`src/rtl/readout_pkg.sv`:
```
// Shared types and default widths for the readout integrator.
// Provides the FSM state enum, descriptor/result record types and default widths.
// The record types are sized by the default widths below.
package readout_pkg;

  localparam int DEF_DATA_W = 16;
  localparam int DEF_ACC_W  = 32;
  localparam int DEF_LEN_W  = 16;
  localparam int DEF_TAG_W  = 4;

  typedef enum logic [1:0] {
    IDLE   = 2'd0,
    ACCUM  = 2'd1,
    DECIDE = 2'd2,
    HOLD   = 2'd3
  } readout_state_t;

  typedef struct packed {
    logic [DEF_LEN_W-1:0] len;
    logic [DEF_TAG_W-1:0] tag;
    logic [DEF_ACC_W-1:0] thresh;
  } meas_descriptor_t;

  typedef struct packed {
    logic [DEF_TAG_W-1:0] tag;
    logic                 state_bit;
    logic [DEF_ACC_W-1:0] acc_i;
    logic [DEF_ACC_W-1:0] acc_q;
  } readout_result_t;

endpackage

```
`src/rtl/readout_if.sv`:
```
// Bundle of the descriptor, ADC sample stream and result ports of the integrator.
// slave: the integrator side (takes descriptors and samples, drives results).
// master: the core/ADC side (drives descriptors and samples, consumes results).
interface readout_if #(
  parameter int DATA_W = 16,
  parameter int ACC_W  = 32,
  parameter int LEN_W  = 16,
  parameter int TAG_W  = 4
);
  logic                     meas_valid;
  logic                     meas_ready;
  logic [LEN_W-1:0]         meas_len;
  logic [TAG_W-1:0]         meas_tag;
  logic signed [ACC_W-1:0]  meas_thresh;

  logic [2*DATA_W-1:0]      s_axis_tdata;
  logic                     s_axis_tvalid;
  logic                     s_axis_tready;

  logic                     res_valid;
  logic                     res_ready;
  logic [TAG_W-1:0]         res_tag;
  logic                     res_bit;
  logic signed [ACC_W-1:0]  res_acc_i;
  logic signed [ACC_W-1:0]  res_acc_q;

  modport slave (
    input  meas_valid, meas_len, meas_tag, meas_thresh,
    input  s_axis_tdata, s_axis_tvalid, res_ready,
    output meas_ready, s_axis_tready,
    output res_valid, res_tag, res_bit, res_acc_i, res_acc_q
  );

  modport master (
    output meas_valid, meas_len, meas_tag, meas_thresh,
    output s_axis_tdata, s_axis_tvalid, res_ready,
    input  meas_ready, s_axis_tready,
    input  res_valid, res_tag, res_bit, res_acc_i, res_acc_q
  );
endinterface

```
`src/rtl/readout_accum.sv`:
```
// One signed integration channel: clear, add-on-enable, one-cycle update.
// Ports: clk, rst (async high), clr_i, en_i, sample_i (signed DATA_W), acc_o (signed ACC_W).
// Macro READOUT_SAT_EN: saturate each add to the signed ACC_W range; otherwise wrap.
module readout_accum #(
  parameter int DATA_W = 16,
  parameter int ACC_W  = 32
) (
  input  logic                     clk,
  input  logic                     rst,
  input  logic                     clr_i,
  input  logic                     en_i,
  input  logic signed [DATA_W-1:0] sample_i,
  output logic signed [ACC_W-1:0]  acc_o
);

  logic signed [ACC_W-1:0] acc_q;
  logic signed [ACC_W-1:0] acc_d;
  logic signed [ACC_W-1:0] sum_w;

`ifdef READOUT_SAT_EN
  localparam logic signed [ACC_W-1:0] ACC_MAX = {1'b0, {(ACC_W-1){1'b1}}};
  localparam logic signed [ACC_W-1:0] ACC_MIN = {1'b1, {(ACC_W-1){1'b0}}};

  // One guard bit is enough: the sample is never wider than the accumulator.
  logic signed [ACC_W:0] wide_w;
  assign wide_w = (ACC_W+1)'(acc_q) + (ACC_W+1)'(sample_i);

  always_comb begin
    sum_w = wide_w[ACC_W-1:0];
    if (wide_w[ACC_W] != wide_w[ACC_W-1]) begin
      sum_w = wide_w[ACC_W] ? ACC_MIN : ACC_MAX;
    end
  end
`else
  assign sum_w = acc_q + ACC_W'(sample_i);
`endif

  always_comb begin
    acc_d = acc_q;
    if (clr_i) begin
      acc_d = '0;
    end else if (en_i) begin
      acc_d = sum_w;
    end
  end

  always_ff @(posedge clk or posedge rst) begin
    if (rst) begin
      acc_q <= '0;
    end else begin
      acc_q <= acc_d;
    end
  end

  assign acc_o = acc_q;

endmodule

```
`src/rtl/readout_integrator.sv`:
```
// Integrates len I/Q samples per measurement descriptor and thresholds the I sum.
// Ports: clk, rst (async high), bus (readout_if.slave: descriptor, ADC stream, result).
// Macro READOUT_SAT_EN: saturating accumulators (passed through to readout_accum).
module readout_integrator
  import readout_pkg::*;
#(
  parameter int DATA_W = DEF_DATA_W,
  parameter int ACC_W  = DEF_ACC_W,
  parameter int LEN_W  = DEF_LEN_W,
  parameter int TAG_W  = DEF_TAG_W
) (
  input  logic     clk,
  input  logic     rst,
  readout_if.slave bus
);

  readout_state_t          state_q;
  logic [LEN_W-1:0]        len_q;
  logic [LEN_W-1:0]        cnt_q;
  logic [LEN_W-1:0]        cnt_d;
  logic [TAG_W-1:0]        tag_q;
  logic signed [ACC_W-1:0] thresh_q;

  logic                    meas_ready_q;
  logic                    tready_q;
  logic                    res_valid_q;
  logic [TAG_W-1:0]        res_tag_q;
  logic                    res_bit_q;
  logic signed [ACC_W-1:0] res_acc_i_q;
  logic signed [ACC_W-1:0] res_acc_q_q;

  logic                    samp_hs;
  logic                    acc_clr;
  logic                    acc_en;
  logic signed [ACC_W-1:0] acc_i;
  logic signed [ACC_W-1:0] acc_q;

  assign samp_hs = bus.s_axis_tvalid & tready_q;
  // Samples seen in IDLE (including the descriptor cycle) are flushed, never added.
  assign acc_clr = (state_q == IDLE) && bus.meas_valid;
  assign acc_en  = (state_q == ACCUM) && samp_hs;
  assign cnt_d   = cnt_q + LEN_W'(1);

  readout_accum #(.DATA_W(DATA_W), .ACC_W(ACC_W)) u_acc_i (
    .clk      (clk),
    .rst      (rst),
    .clr_i    (acc_clr),
    .en_i     (acc_en),
    .sample_i (bus.s_axis_tdata[DATA_W-1:0]),
    .acc_o    (acc_i)
  );

  readout_accum #(.DATA_W(DATA_W), .ACC_W(ACC_W)) u_acc_q (
    .clk      (clk),
    .rst      (rst),
    .clr_i    (acc_clr),
    .en_i     (acc_en),
    .sample_i (bus.s_axis_tdata[2*DATA_W-1:DATA_W]),
    .acc_o    (acc_q)
  );

  always_ff @(posedge clk or posedge rst) begin
    if (rst) begin
      state_q      <= IDLE;
      len_q        <= '0;
      cnt_q        <= '0;
      tag_q        <= '0;
      thresh_q     <= '0;
      meas_ready_q <= 1'b1;
      tready_q     <= 1'b1;
      res_valid_q  <= 1'b0;
      res_tag_q    <= '0;
      res_bit_q    <= 1'b0;
      res_acc_i_q  <= '0;
      res_acc_q_q  <= '0;
    end else begin
      case (state_q)
        IDLE: begin
          if (bus.meas_valid) begin
            len_q        <= bus.meas_len;
            tag_q        <= bus.meas_tag;
            thresh_q     <= bus.meas_thresh;
            cnt_q        <= '0;
            meas_ready_q <= 1'b0;
            if (bus.meas_len != '0) begin
              state_q <= ACCUM;
            end else begin
              state_q  <= DECIDE;
              tready_q <= 1'b0;
            end
          end
        end
        ACCUM: begin
          if (samp_hs) begin
            cnt_q <= cnt_d;
            if (cnt_q == len_q - LEN_W'(1)) begin
              state_q  <= DECIDE;
              tready_q <= 1'b0;
            end
          end
        end
        DECIDE: begin
          // Accumulators already hold the last sample here.
          res_bit_q   <= (acc_i >= thresh_q);
          res_acc_i_q <= acc_i;
          res_acc_q_q <= acc_q;
          res_tag_q   <= tag_q;
          res_valid_q <= 1'b1;
          state_q     <= HOLD;
        end
        HOLD: begin
          if (bus.res_ready) begin
            res_valid_q  <= 1'b0;
            meas_ready_q <= 1'b1;
            tready_q     <= 1'b1;
            state_q      <= IDLE;
          end
        end
        default: state_q <= IDLE;
      endcase
    end
  end

  assign bus.meas_ready    = meas_ready_q;
  assign bus.s_axis_tready = tready_q;
  assign bus.res_valid     = res_valid_q;
  assign bus.res_tag       = res_tag_q;
  assign bus.res_bit       = res_bit_q;
  assign bus.res_acc_i     = res_acc_i_q;
  assign bus.res_acc_q     = res_acc_q_q;

endmodule

```
`src/flat_wrapper.sv`:
```
// flat-port wrapper written by rule: the top's interface ports become plain ports
module readout_integrator_flat import readout_pkg::*;
#(
  parameter int DATA_W = DEF_DATA_W,
  parameter int ACC_W  = DEF_ACC_W,
  parameter int LEN_W  = DEF_LEN_W,
  parameter int TAG_W  = DEF_TAG_W
)
  (clk, rst, bus_meas_valid, bus_meas_len, bus_meas_tag, bus_meas_thresh, bus_s_axis_tdata, bus_s_axis_tvalid, bus_res_ready, bus_meas_ready, bus_s_axis_tready, bus_res_valid, bus_res_tag, bus_res_bit, bus_res_acc_i, bus_res_acc_q);
  readout_if #(.DATA_W(DATA_W), .ACC_W(ACC_W), .LEN_W(LEN_W), .TAG_W(TAG_W)) bus_i ();
  input  logic clk;
  input  logic rst;
  input wire logic [$bits(bus_i.meas_valid)-1:0] bus_meas_valid;
  input wire logic [$bits(bus_i.meas_len)-1:0] bus_meas_len;
  input wire logic [$bits(bus_i.meas_tag)-1:0] bus_meas_tag;
  input wire logic [$bits(bus_i.meas_thresh)-1:0] bus_meas_thresh;
  input wire logic [$bits(bus_i.s_axis_tdata)-1:0] bus_s_axis_tdata;
  input wire logic [$bits(bus_i.s_axis_tvalid)-1:0] bus_s_axis_tvalid;
  input wire logic [$bits(bus_i.res_ready)-1:0] bus_res_ready;
  output wire logic [$bits(bus_i.meas_ready)-1:0] bus_meas_ready;
  output wire logic [$bits(bus_i.s_axis_tready)-1:0] bus_s_axis_tready;
  output wire logic [$bits(bus_i.res_valid)-1:0] bus_res_valid;
  output wire logic [$bits(bus_i.res_tag)-1:0] bus_res_tag;
  output wire logic [$bits(bus_i.res_bit)-1:0] bus_res_bit;
  output wire logic [$bits(bus_i.res_acc_i)-1:0] bus_res_acc_i;
  output wire logic [$bits(bus_i.res_acc_q)-1:0] bus_res_acc_q;
  assign bus_i.meas_valid = bus_meas_valid;
  assign bus_i.meas_len = bus_meas_len;
  assign bus_i.meas_tag = bus_meas_tag;
  assign bus_i.meas_thresh = bus_meas_thresh;
  assign bus_i.s_axis_tdata = bus_s_axis_tdata;
  assign bus_i.s_axis_tvalid = bus_s_axis_tvalid;
  assign bus_i.res_ready = bus_res_ready;
  assign bus_meas_ready = bus_i.meas_ready;
  assign bus_s_axis_tready = bus_i.s_axis_tready;
  assign bus_res_valid = bus_i.res_valid;
  assign bus_res_tag = bus_i.res_tag;
  assign bus_res_bit = bus_i.res_bit;
  assign bus_res_acc_i = bus_i.res_acc_i;
  assign bus_res_acc_q = bus_i.res_acc_q;
  readout_integrator #(.DATA_W(DATA_W), .ACC_W(ACC_W), .LEN_W(LEN_W), .TAG_W(TAG_W)) u_core (.clk(clk), .rst(rst), .bus(bus_i));
endmodule
```
`config.mk`:
```
export PLATFORM = sky130hd
export DESIGN_NAME = readout_integrator_flat
export DESIGN_NICKNAME = d
export VERILOG_FILES = /design/src/rtl/readout_pkg.sv /design/src/rtl/readout_if.sv /design/src/rtl/readout_accum.sv /design/src/rtl/readout_integrator.sv /design/src/flat_wrapper.sv
export SDC_FILE = /design/constraint.sdc
export NUM_CORES = 1
export LEC_CHECK = 0
export CORE_MARGIN = 2
export CORE_UTILIZATION = 45
export CTS_CLUSTER_SIZE = 24
export DETAILED_ROUTE_END_ITERATION = 8
export DONT_BUFFER_PORTS = 1
export PLACE_DENSITY = 0.68
export REMOVE_ABC_BUFFERS = 1
export SLEW_MARGIN = 20
export SYNTH_ARGS = -nofsm -noshare
export SYNTH_HDL_FRONTEND = slang
export SYNTH_SLANG_ARGS = --single-unit
export TNS_END_PERCENT = 20
```
`constraint.sdc`:
```
create_clock -name clk -period 14.8 [get_ports clk]
set_input_delay 2.96 -clock clk [delete_from_list [all_inputs] [get_ports clk]]
set_output_delay 2.96 -clock clk [all_outputs]
set_load 0.03 [all_outputs]
```
==> run_results.csv, run 1 <==
group,metric,value,unit
timing,hold_viol,0,
pwr,power_frac_comb,41.3,%
clocking,cts.clk_slew.worst_paths,60,ps
final_layout,antennaDiodeCount,0,
grt,grt_first_pass_wirelength,47.8,mm
die,die_width,169,microns
setup_path,worstPathArrival,5740,ps
placed_design,place_congestion,0.899,
setup_path,start_kind,"input pin",
pwr,power_per_cell_area,221,nW/um^2
timing,period_minus_slack,5380,ps
clocking,clock-sinks,206,
die,core-area,26900,sq um
grt,grt_antenna_before_repair,0,
pwr,power,2.97,mW
placed_design,port_buffers,0,
grt,grt_usage,20.3,%
synth,ys_ff_latch,206,
clocking,root_buffer,"clkbuf_16",
timing,fmax,0.186,GHz
final_layout,layoutNonFillerInstCount,1666,
final_layout,fillers,2504,
drt,drt_drc_violations_left,0,
pwr,clkPwrFrac,20.6,%
hold_path,hp-class,"flip-flop to flip-flop",
drt,viasPerCell,5.59,
pwr,ir_drop,0.000107,V
pwr,switching_share,42.6,%
synth,synthFlopType,"dfrtp_1",
clocking,cts_buffer_depth,3,
synth,async_flop_share,100,%
final_layout,area_growth,9.43,%
die,rows,60,
setup_path,crit_fanout,4,
clocking,cts_tree,"built",
die,initial_core_util,45.7,%
clocking,ctsHoldBuffers,0,
synth,syn_avg_cell_area,9.29,sq um
synth,synth_edf_count,0,
synth,synth_cells,1322,
synth,ys_seq_area_share,42.0,%
setup_path,crit_required,15150,ps
placed_design,place_inst,1621,
timing,max_slew_margin,35.3,%
run,cap_violations,0,
clocking,cts_resized,0,
synth,netlist_area,12300,sq um
status,status,"finished clean",
grt,grt_max_degree,132,
final_layout,fin_nets,1498,
timing,rsz0062_at_grt,"false",
pwr,power_frac_seq,38.1,%
clocking,insertion_delay,520,ps
drt,ant_nets,0,
synth,yosysMostFrequentCell,"nand2_1",
setup_path,crit_type,"input pin to flip-flop",
clocking,post-cts-setup-buffers,0,
pwr,switchingPower,1.27,mW
die,ios,161,
timing,finalSetupTns,0,ps
final_layout,finish.utilization,50.0,%
setup_path,cp-end-kind,"flip-flop",
drt,firstDrtPassIters,4,
timing,setup_viol,0,
die,dieArea,28600,sq um
synth,yosys.cell_types.count,70,
synth,synth_top_area_share,41.6,%
drt,vias,9314,
drt,wl_per_cell,17.3,microns
grt,grt.overflow.total,0,
clocking,cts_buffers,24,
synth,synth_largest_area_cell,"dfrtp_1",
grt,first_global_vias,9439,
clocking,h-tree-depth,1,
placed_design,dp_hpwl,19.8,mm
timing,fin_crit_sh,36.4,%
pwr,power.leakage,6.44,nW
drt,dr.first_iter.drc_count,453,
synth,synth_commonest_cells,"216 x nand2_1, 204 x dfrtp_1, 115 x a21oi_1",
timing,worst_pin_slew,971,ps
pwr,p_int,1.70,mW
synth,yosys-top-cells-area,"dfrtp_1 42%, ha_1 10%, nand2_1 6.6%",
die,die_h,169,microns
timing,fin_skew,11.7,ps
drt,wl,28.9,mm
final_layout,drive_above_1_share,10.1,%
timing,drv_slew,0,
synth,yosysWarningCount,0,
[worst paths after layout]
check | slack [ps] | cells after the start | to | from
hold reg to reg | 480 | 2 | u_core.tag_q[1] | u_core.tag_q[1]
setup reg to reg | 11400 | 11 | u_core.u_acc_i.acc_o[29] | u_core.u_acc_i.acc_o[1]
max in group asynchronous | 10830 | 2 | u_core.thresh_q[25] | rst
min in group asynchronous | 2480 | 1 | u_core.bus.res_acc_i[6] | rst
hold / removal | 480 | 2 | u_core.tag_q[1] | u_core.tag_q[1]
setup / recovery | 9420 | 13 | u_core.u_acc_i.acc_o[30] | bus_s_axis_tdata[0]
[per-layer routing]
metal  global-route usage, %  up-vias  part of all wire, %
met5                       0        -                    0
met2                    34.1      187                   46
met1                    26.4     4450                   45
met4                    5.80        0                  2.9
li1                        -     4629                    -
met3                    4.50       48                  5.9
[power by group through the flow]
| stage | sequential (mW) | clock [mW] | combinational, mW |
|---|---|---|---|
| global placement | 1.14 | 0 | 1.19 |
| finish | 1.13 | 0.611 | 1.23 |
| CTS | 1.14 | 0.626 | 1.23 |
| floorplan | 1.07 | 0 | 0.996 |
| detailed placement | 1.14 | 0 | 1.22 |
| global route | 1.16 | 0.648 | 1.40 |
[kinds of logic after synthesis]
| kind of cell | Yosys count | share of synthesized area, % |
|---|---|---|
| xor gates and xnor gates | 74 | 5.28 |
| muxes | 75 | 6.82 |
| and+or+nand+nor | 436 | 16.2 |
| DFF | 206 | 42.0 |
| AOI/OAI and AO/OA | 318 | 15.8 |
| buffers and inverters | 111 | 3.39 |
| adders and majority gates | 102 | 10.5 |
[cell usage in the layout (no fill, tap or decap), types with 29 or more instances in the layout]
cell	n
a21o_1	31
a21oi_1	115
dfrtp_1	204
ha_1	99
inv_1	63
mux2_2	68
nand2_1	216
nand3_1	31
nor2_1	71
o21ai_0	75
xnor2_1	45
xor2_1	29
[flip-flops by register name, summed over array words and instances, names as in the netlist]
register / flops
u_core.u_acc_q.acc_o: 32
u_core.bus.s_axis_tready: 1
u_core.cnt_q: 16
u_core.bus.res_valid: 1
u_core.bus.res_acc_q: 32
u_core.bus.meas_ready: 1
u_core.tag_q: 4
u_core.len_q: 16
u_core.state_q: 2
u_core.thresh_q: 32
u_core.bus.res_acc_i: 32
u_core.bus.res_bit: 1
u_core.bus.res_tag: 4
u_core.u_acc_i.acc_o: 32
[area by class of cell]
cell class	instances	area, sq um	area share, %
Clock buffer	35	713	5.31
Clock inverter	9	100	0.745
Inverter	64	248	1.84
Multi-Input combinational cell	1005	6720	50.0
Sequential cell	206	5160	38.4
Tap cell	341	427	3.18
Timing Repair Buffer	6	65.1	0.484
[per-stage QoR]
stage                     area [sq um]  hold WS, ps  worst slack (ps)
after CTS                        13400          479              9440
after floorplan                  12100          440              6220
after global routing             13400          495              9150
after detailed placement         12600          464              8920
final                            13400          478              9420
after global placement           12600          452              9020
[critical path, stage by stage]
cell and delay [ps]:
ha_1 180, inv_1 60, fa_1 400, nand2b_1 200, a21oi_1 240, or4_4 180
and2_4 140, o21ai_2 100, o41ai_2 570, a41o_1 300, o221a_1 210, or3_1 110
a31oi_1 80
No activity file was read; power rests on OpenSTA's default activity.
==> run 2, diff against run 1 <==
- clock period: 14.8 -> 5.64 ns (I/O delays scaled with it)
==> run 2 against run 1 <==
  * Die area stayed put
  * Routed wire length is 1.6% lower
  * Highest routed layer is now met5
  * Final area is 0.55% higher
  * Clock power grew to 2.8 times the previous value
  * Critical endpoint unchanged
  * First-iteration DRC count is 7.5% higher
  * Register-to-register slack worse by 9200 ps
  * Hold slack worse by 7.6 ps
  * Via count is 0.11% higher
  * Utilization is 0.27 points higher
  * Flip-flop and latch count stayed put
==> run_results.csv, run 2 (synthesis results as in run 1) <==
group,metric,value,unit
clocking,post-cts-setup-buffers,0,
clocking,cts.clk_slew.worst_paths,60,ps
die,core-area,26900,sq um
grt,grt_first_pass_wirelength,47.0,mm
drt,highest_layer,"met5",
clocking,insertion_delay,520,ps
pwr,power,7.87,mW
setup_path,worstPathArrival,3860,ps
final_layout,area_growth,10.0,%
timing,hold_viol,0,
final_layout,final_common_cell,"nand2_1",
final_layout,layoutNonFillerInstCount,1669,
clocking,root_buffer,"clkbuf_16",
final_layout,fin_area,13500,sq um
drt,dr.first_iter.drc_count,487,
timing,worst_pin_slew,923,ps
clocking,cts_tree,"built",
timing,fin_skew,6.10,ps
grt,grt_max_degree,107,
drt,wl_met2,13.2,mm
die,dieArea,28600,sq um
placed_design,place_inst,1622,
timing,drv_slew,0,
final_layout,drive_above_1_share,10.3,%
die,ios,161,
drt,vias,9324,
timing,fin_crit_sh,61.8,%
grt,grt_antenna_before_repair,1,
timing,rsz0062_at_grt,"false",
final_layout,fin_nets,1500,
grt,grt_usage,20.0,%
placed_design,port_buffers,0,
placed_design,dp_hpwl,19.8,mm
setup_path,start_kind,"input pin",
final_layout,final_cell_mix,"216 x nand2_1, 204 x dfrtp_1, 115 x a21oi_1",
clocking,cts_buffers,25,
setup_path,crit_fanout,4,
clocking,ctsHoldBuffers,0,
clocking,h-tree-depth,1,
hold_path,hp-class,"flip-flop to flip-flop",
pwr,power.leakage,6.47,nW
grt,first_global_vias,9269,
final_layout,fillers,2484,
setup_path,r2r-start,"u_core.state_q[0]",
pwr,ir_drop,0.000305,V
final_layout,antennaDiodeCount,0,
clocking,cts_buffer_depth,3,
hold_path,hp-start,"u_core.tag_q[1]",
drt,wl_met3,1.78,mm
placed_design,post-place-ws,1660,ps
grt,grt.overflow.total,0,
timing,post-route-worst-setup-slack,2160,ps
status,status,"finished clean",
drt,wl,28.4,mm
drt,firstDrtPassIters,5,
setup_path,reg2reg_slack,2240,ps
drt,ant_nets,0,
setup_path,worstSetupStartpoint,"bus_s_axis_tdata[0]",
setup_path,cp-end-kind,"flip-flop",
placed_design,placed_cell_area,12600,sq um
timing,holdWs,471,ps
placed_design,place_congestion,0.910,
die,die_h,169,microns
timing,max_slew_margin,38.2,%
drt,wl_per_cell,17.0,microns
drt,viasPerCell,5.59,
final_layout,finish.utilization,50.3,%
timing,finalSetupTns,0,ps
timing,period_minus_slack,3480,ps
run,cap_violations,0,
drt,drt_drc_violations_left,0,
setup_path,crit_required,6010,ps
die,rows,60,
setup_path,crit_type,"input pin to flip-flop",
timing,setup_viol,0,
drt,wl_met1,12.8,mm
die,die_width,169,microns
clocking,clock-sinks,206,
pwr,power_per_cell_area,583,nW/um^2
die,initial_core_util,45.7,%
clocking,cts_resized,0,
timing,fmax,0.287,GHz
==> run 2: cell count changes in the layout (fill, tap and decap cells not counted), sizes merged <==
cell    previous run  this run
inv               64        65
clkinv             5         7
clkbuf            35        31
bufinv             2         5
buf                6         7
==> run 2: power by group <==
part           total [mW]  internal (mW)  switching, mW  leakage [nW]
clock                1.70           1.06          0.642         0.424
sequential           2.97           2.07          0.902          2.72
combinational        3.21           1.44           1.77          3.33
==> run 2: path summary, 6_finish.rpt <==
check                                            to  depth (start not counted)
max                        u_core.u_acc_i.acc_o[30]                         13
min                                 u_core.tag_q[1]                          2
max reg2reg                u_core.bus.s_axis_tready                         11
min reg2reg                         u_core.tag_q[1]                          2
max in group asynchronous  u_core.u_acc_i.acc_o[31]                          2
min in group asynchronous   u_core.bus.res_acc_i[7]                          1
==> run 2: worst max-delay path, stage by stage <==
cell and delay [ps]:
ha_1 170, inv_1 60, fa_1 370, nand2b_1 190, a21oi_1 280, or4_4 190
and2_4 140, o21ai_2 90, o41ai_2 530, a41o_1 300, o221a_1 210, or3_1 100
a31oi_1 80
==> run 2: layout make-up <==
type	instances	area [sq um]	area share, %
clock buffers	31	658	4.87
clock inverters	15	209	1.55
inverters	64	248	1.83
multi-input cells	1005	6720	49.8
flip-flops and latches	206	5160	38.2
well taps	341	427	3.16
repair buffers	7	85.1	0.630
==> run 2: routing by layer <==
layer,global-route usage [%],vias to the layer above
met1,26.4,4444
met2,33.1,200
met3,4.94,45
met5,0,-
li1,-,4633
met4,4.87,2
==> run 3, diff against run 2 <==
- PLACE_DENSITY: 0.68 -> 0.7
- clock period: 5.64 -> 2.9 ns (I/O delays scaled with it)
==> run 3 against run 2 <==
  * The run now ends with setup timing left
  * Via count is 5.3% higher
  * Critical endpoint unchanged
  * First-iteration DRC count is 4.7% lower
  * Utilization is 4.0 points higher
  * Register-to-register slack worse by 2300 ps
  * Clock power is 110% higher
  * Largest cell class unchanged
  * Power is 110% higher
==> run_results.csv, run 3 (synthesis results as in run 1) <==
group,metric,value,unit
status,status,"finished, violations left",
status,violations,"setup timing",
pwr,power,16.9,mW
final_layout,antennaDiodeCount,0,
die,rows,60,
setup_path,crit_type,"flip-flop to flip-flop",
timing,fmax,0.336,GHz
setup_path,crit_required,3330,ps
final_layout,drive_above_1_share,18.7,%
clocking,cts.clk_slew.worst_paths,70,ps
drt,firstDrtPassIters,5,
timing,drv_slew,0,
pwr,switching_share,41.0,%
pwr,switchingPower,6.90,mW
grt,first_global_vias,9914,
clocking,insertion_delay,530,ps
final_layout,final_common_cell,"nand2_1",
grt,grt_max_degree,87,
drt,wl_per_cell,17.4,microns
clocking,cts_tree,"built",
placed_design,port_buffers,0,
setup_path,worstPathArrival,3410,ps
die,initial_core_util,45.7,%
final_layout,layoutNonFillerInstCount,1771,
timing,holdWs,12.8,ps
timing,fin_skew,19.4,ps
clocking,root_buffer,"clkbuf_16",
final_layout,fillers,2426,
die,core-area,26900,sq um
placed_design,place_congestion,0.894,
clocking,ctsHoldBuffers,0,
die,die_h,169,microns
placed_design,place_inst,1720,
timing,worst_pin_slew,652,ps
drt,vias,9818,
drt,ant_nets,0,
pwr,power_frac_comb,44.7,%
pwr,power.leakage,7.09,nW
clocking,clock-sinks,206,
setup_path,cp-end-kind,"flip-flop",
die,dieArea,28600,sq um
drt,viasPerCell,5.54,
setup_path,start_kind,"flip-flop",
final_layout,final_cell_mix,"216 x nand2_1, 204 x dfrtp_1, 112 x a21oi_1",
grt,grt_first_pass_wirelength,49.8,mm
final_layout,fin_nets,1603,
setup_path,crit_fanout,2,
timing,period_minus_slack,2970,ps
timing,max_slew_margin,56.4,%
grt,grt_antenna_before_repair,0,
pwr,clkPwrFrac,21.4,%
placed_design,dp_hpwl,22.3,mm
timing,finalSetupTns,-73.7,ps
grt,grt_usage,21.2,%
pwr,ir_drop,0.000685,V
timing,hold_viol,0,
pwr,p_int,9.95,mW
drt,drt_drc_violations_left,0,
drt,dr.first_iter.drc_count,464,
clocking,cts_buffer_depth,3,
timing,setup_viol,1,
drt,wl,30.7,mm
hold_path,hp-class,"input pin to async pin",
timing,fin_crit_sh,103,%
timing,post-route-worst-setup-slack,-73.7,ps
die,ios,161,
clocking,h-tree-depth,1,
timing,rsz0062_at_grt,"true",
run,cap_violations,0,
clocking,cts_buffers,25,
pwr,power_per_cell_area,1160,nW/um^2
final_layout,area_growth,18.8,%
grt,grt.overflow.total,0,
pwr,power_frac_seq,33.9,%
die,die_width,169,microns
[run 3: changes by cell type in the layout (fill, tap and decap cells not counted), sizes merged]
cell	delta
bufinv	+3
buf	+103
clkinv	-5
clkinvlp	+1
[run 3: power groups by stage]
| stage | Sequential [mW] | Clock [mW] | Combinational, mW |
|---|---|---|---|
| final | 5.72 | 3.60 | 7.54 |
| after global routing | 5.87 | 3.79 | 8.44 |
| after CTS | 5.71 | 3.68 | 7.35 |
| after detailed placement | 5.75 | 0 | 7.23 |
| after global placement | 5.70 | 0 | 7.03 |
| after floorplan | 5.45 | 0 | 5.08 |
[run 3: final timing paths]
path | start | end | slack [ps] | cells past startpoint
worst max-delay path | u_core.u_acc_i.acc_o[0] | u_core.u_acc_i.acc_o[30] | -70 | 13
worst min-delay path | rst | u_core.u_acc_i.acc_o[11] | 10 | 1
worst max register to register | u_core.u_acc_i.acc_o[0] | u_core.u_acc_i.acc_o[30] | -70 | 13
worst min register to register | u_core.tag_q[3] | u_core.tag_q[3] | 470 | 2
max in group asynchronous | rst | u_core.bus.res_acc_i[28] | 2110 | 2
min in group clk | bus_meas_thresh[0] | u_core.thresh_q[0] | 160 | 2
[run 3: timing repair]
item | in CTS | in global routing
buffers inserted | 1 | 5
setup endpoints to repair | 9 | 20
gates resized for setup | 11 | 26
pin swaps | 4 | 16
gates cloned | 0 | 0
[run 3: critical path, stage by stage, from the launching register on]
cell and delay [ps]:
dfrtp_1 380, ha_2 180, inv_2 60, fa_2 200
nand2b_4 140, a21oi_2 60, or4_4 430, and2_4 170
o21ai_4 200, o41ai_4 110, a41o_1 260, o221a_1 230
or3_1 340, a31oi_1 130
[run 3: layout make-up]
class | instances | area (sq um) | area share (%)
timing repair buffer | 110 | 888 | 6.09
clock buffer | 31 | 668 | 4.58
multi-input combinational | 1005 | 6920 | 47.4
clock inverter | 14 | 284 | 1.95
tap | 341 | 427 | 2.92
sequential | 206 | 5160 | 35.4
inverter | 64 | 248 | 1.70
[run 3: per-stage QoR]
| step | area [sq um] | setup slack [ps] | utilization, % |
|---|---|---|---|
| floorplan | 12100 | -3300 | - |
| global route | 14600 | -168 | 54.3 |
| global placement | 13400 | -369 | 49.9 |
| finish | 14600 | -73.7 | 54.3 |
| CTS | 14400 | -60.0 | 53.6 |
| detailed placement | 13400 | -436 | 49.9 |
[run 3: metal layers]
layer / routed length, microns / global-route usage [%]
met1: 13400 / 27.2
met2: 14500 / 35.7
met3: 2080 / 5.48
met4: 781 / 5.43
met5: 0 / 0
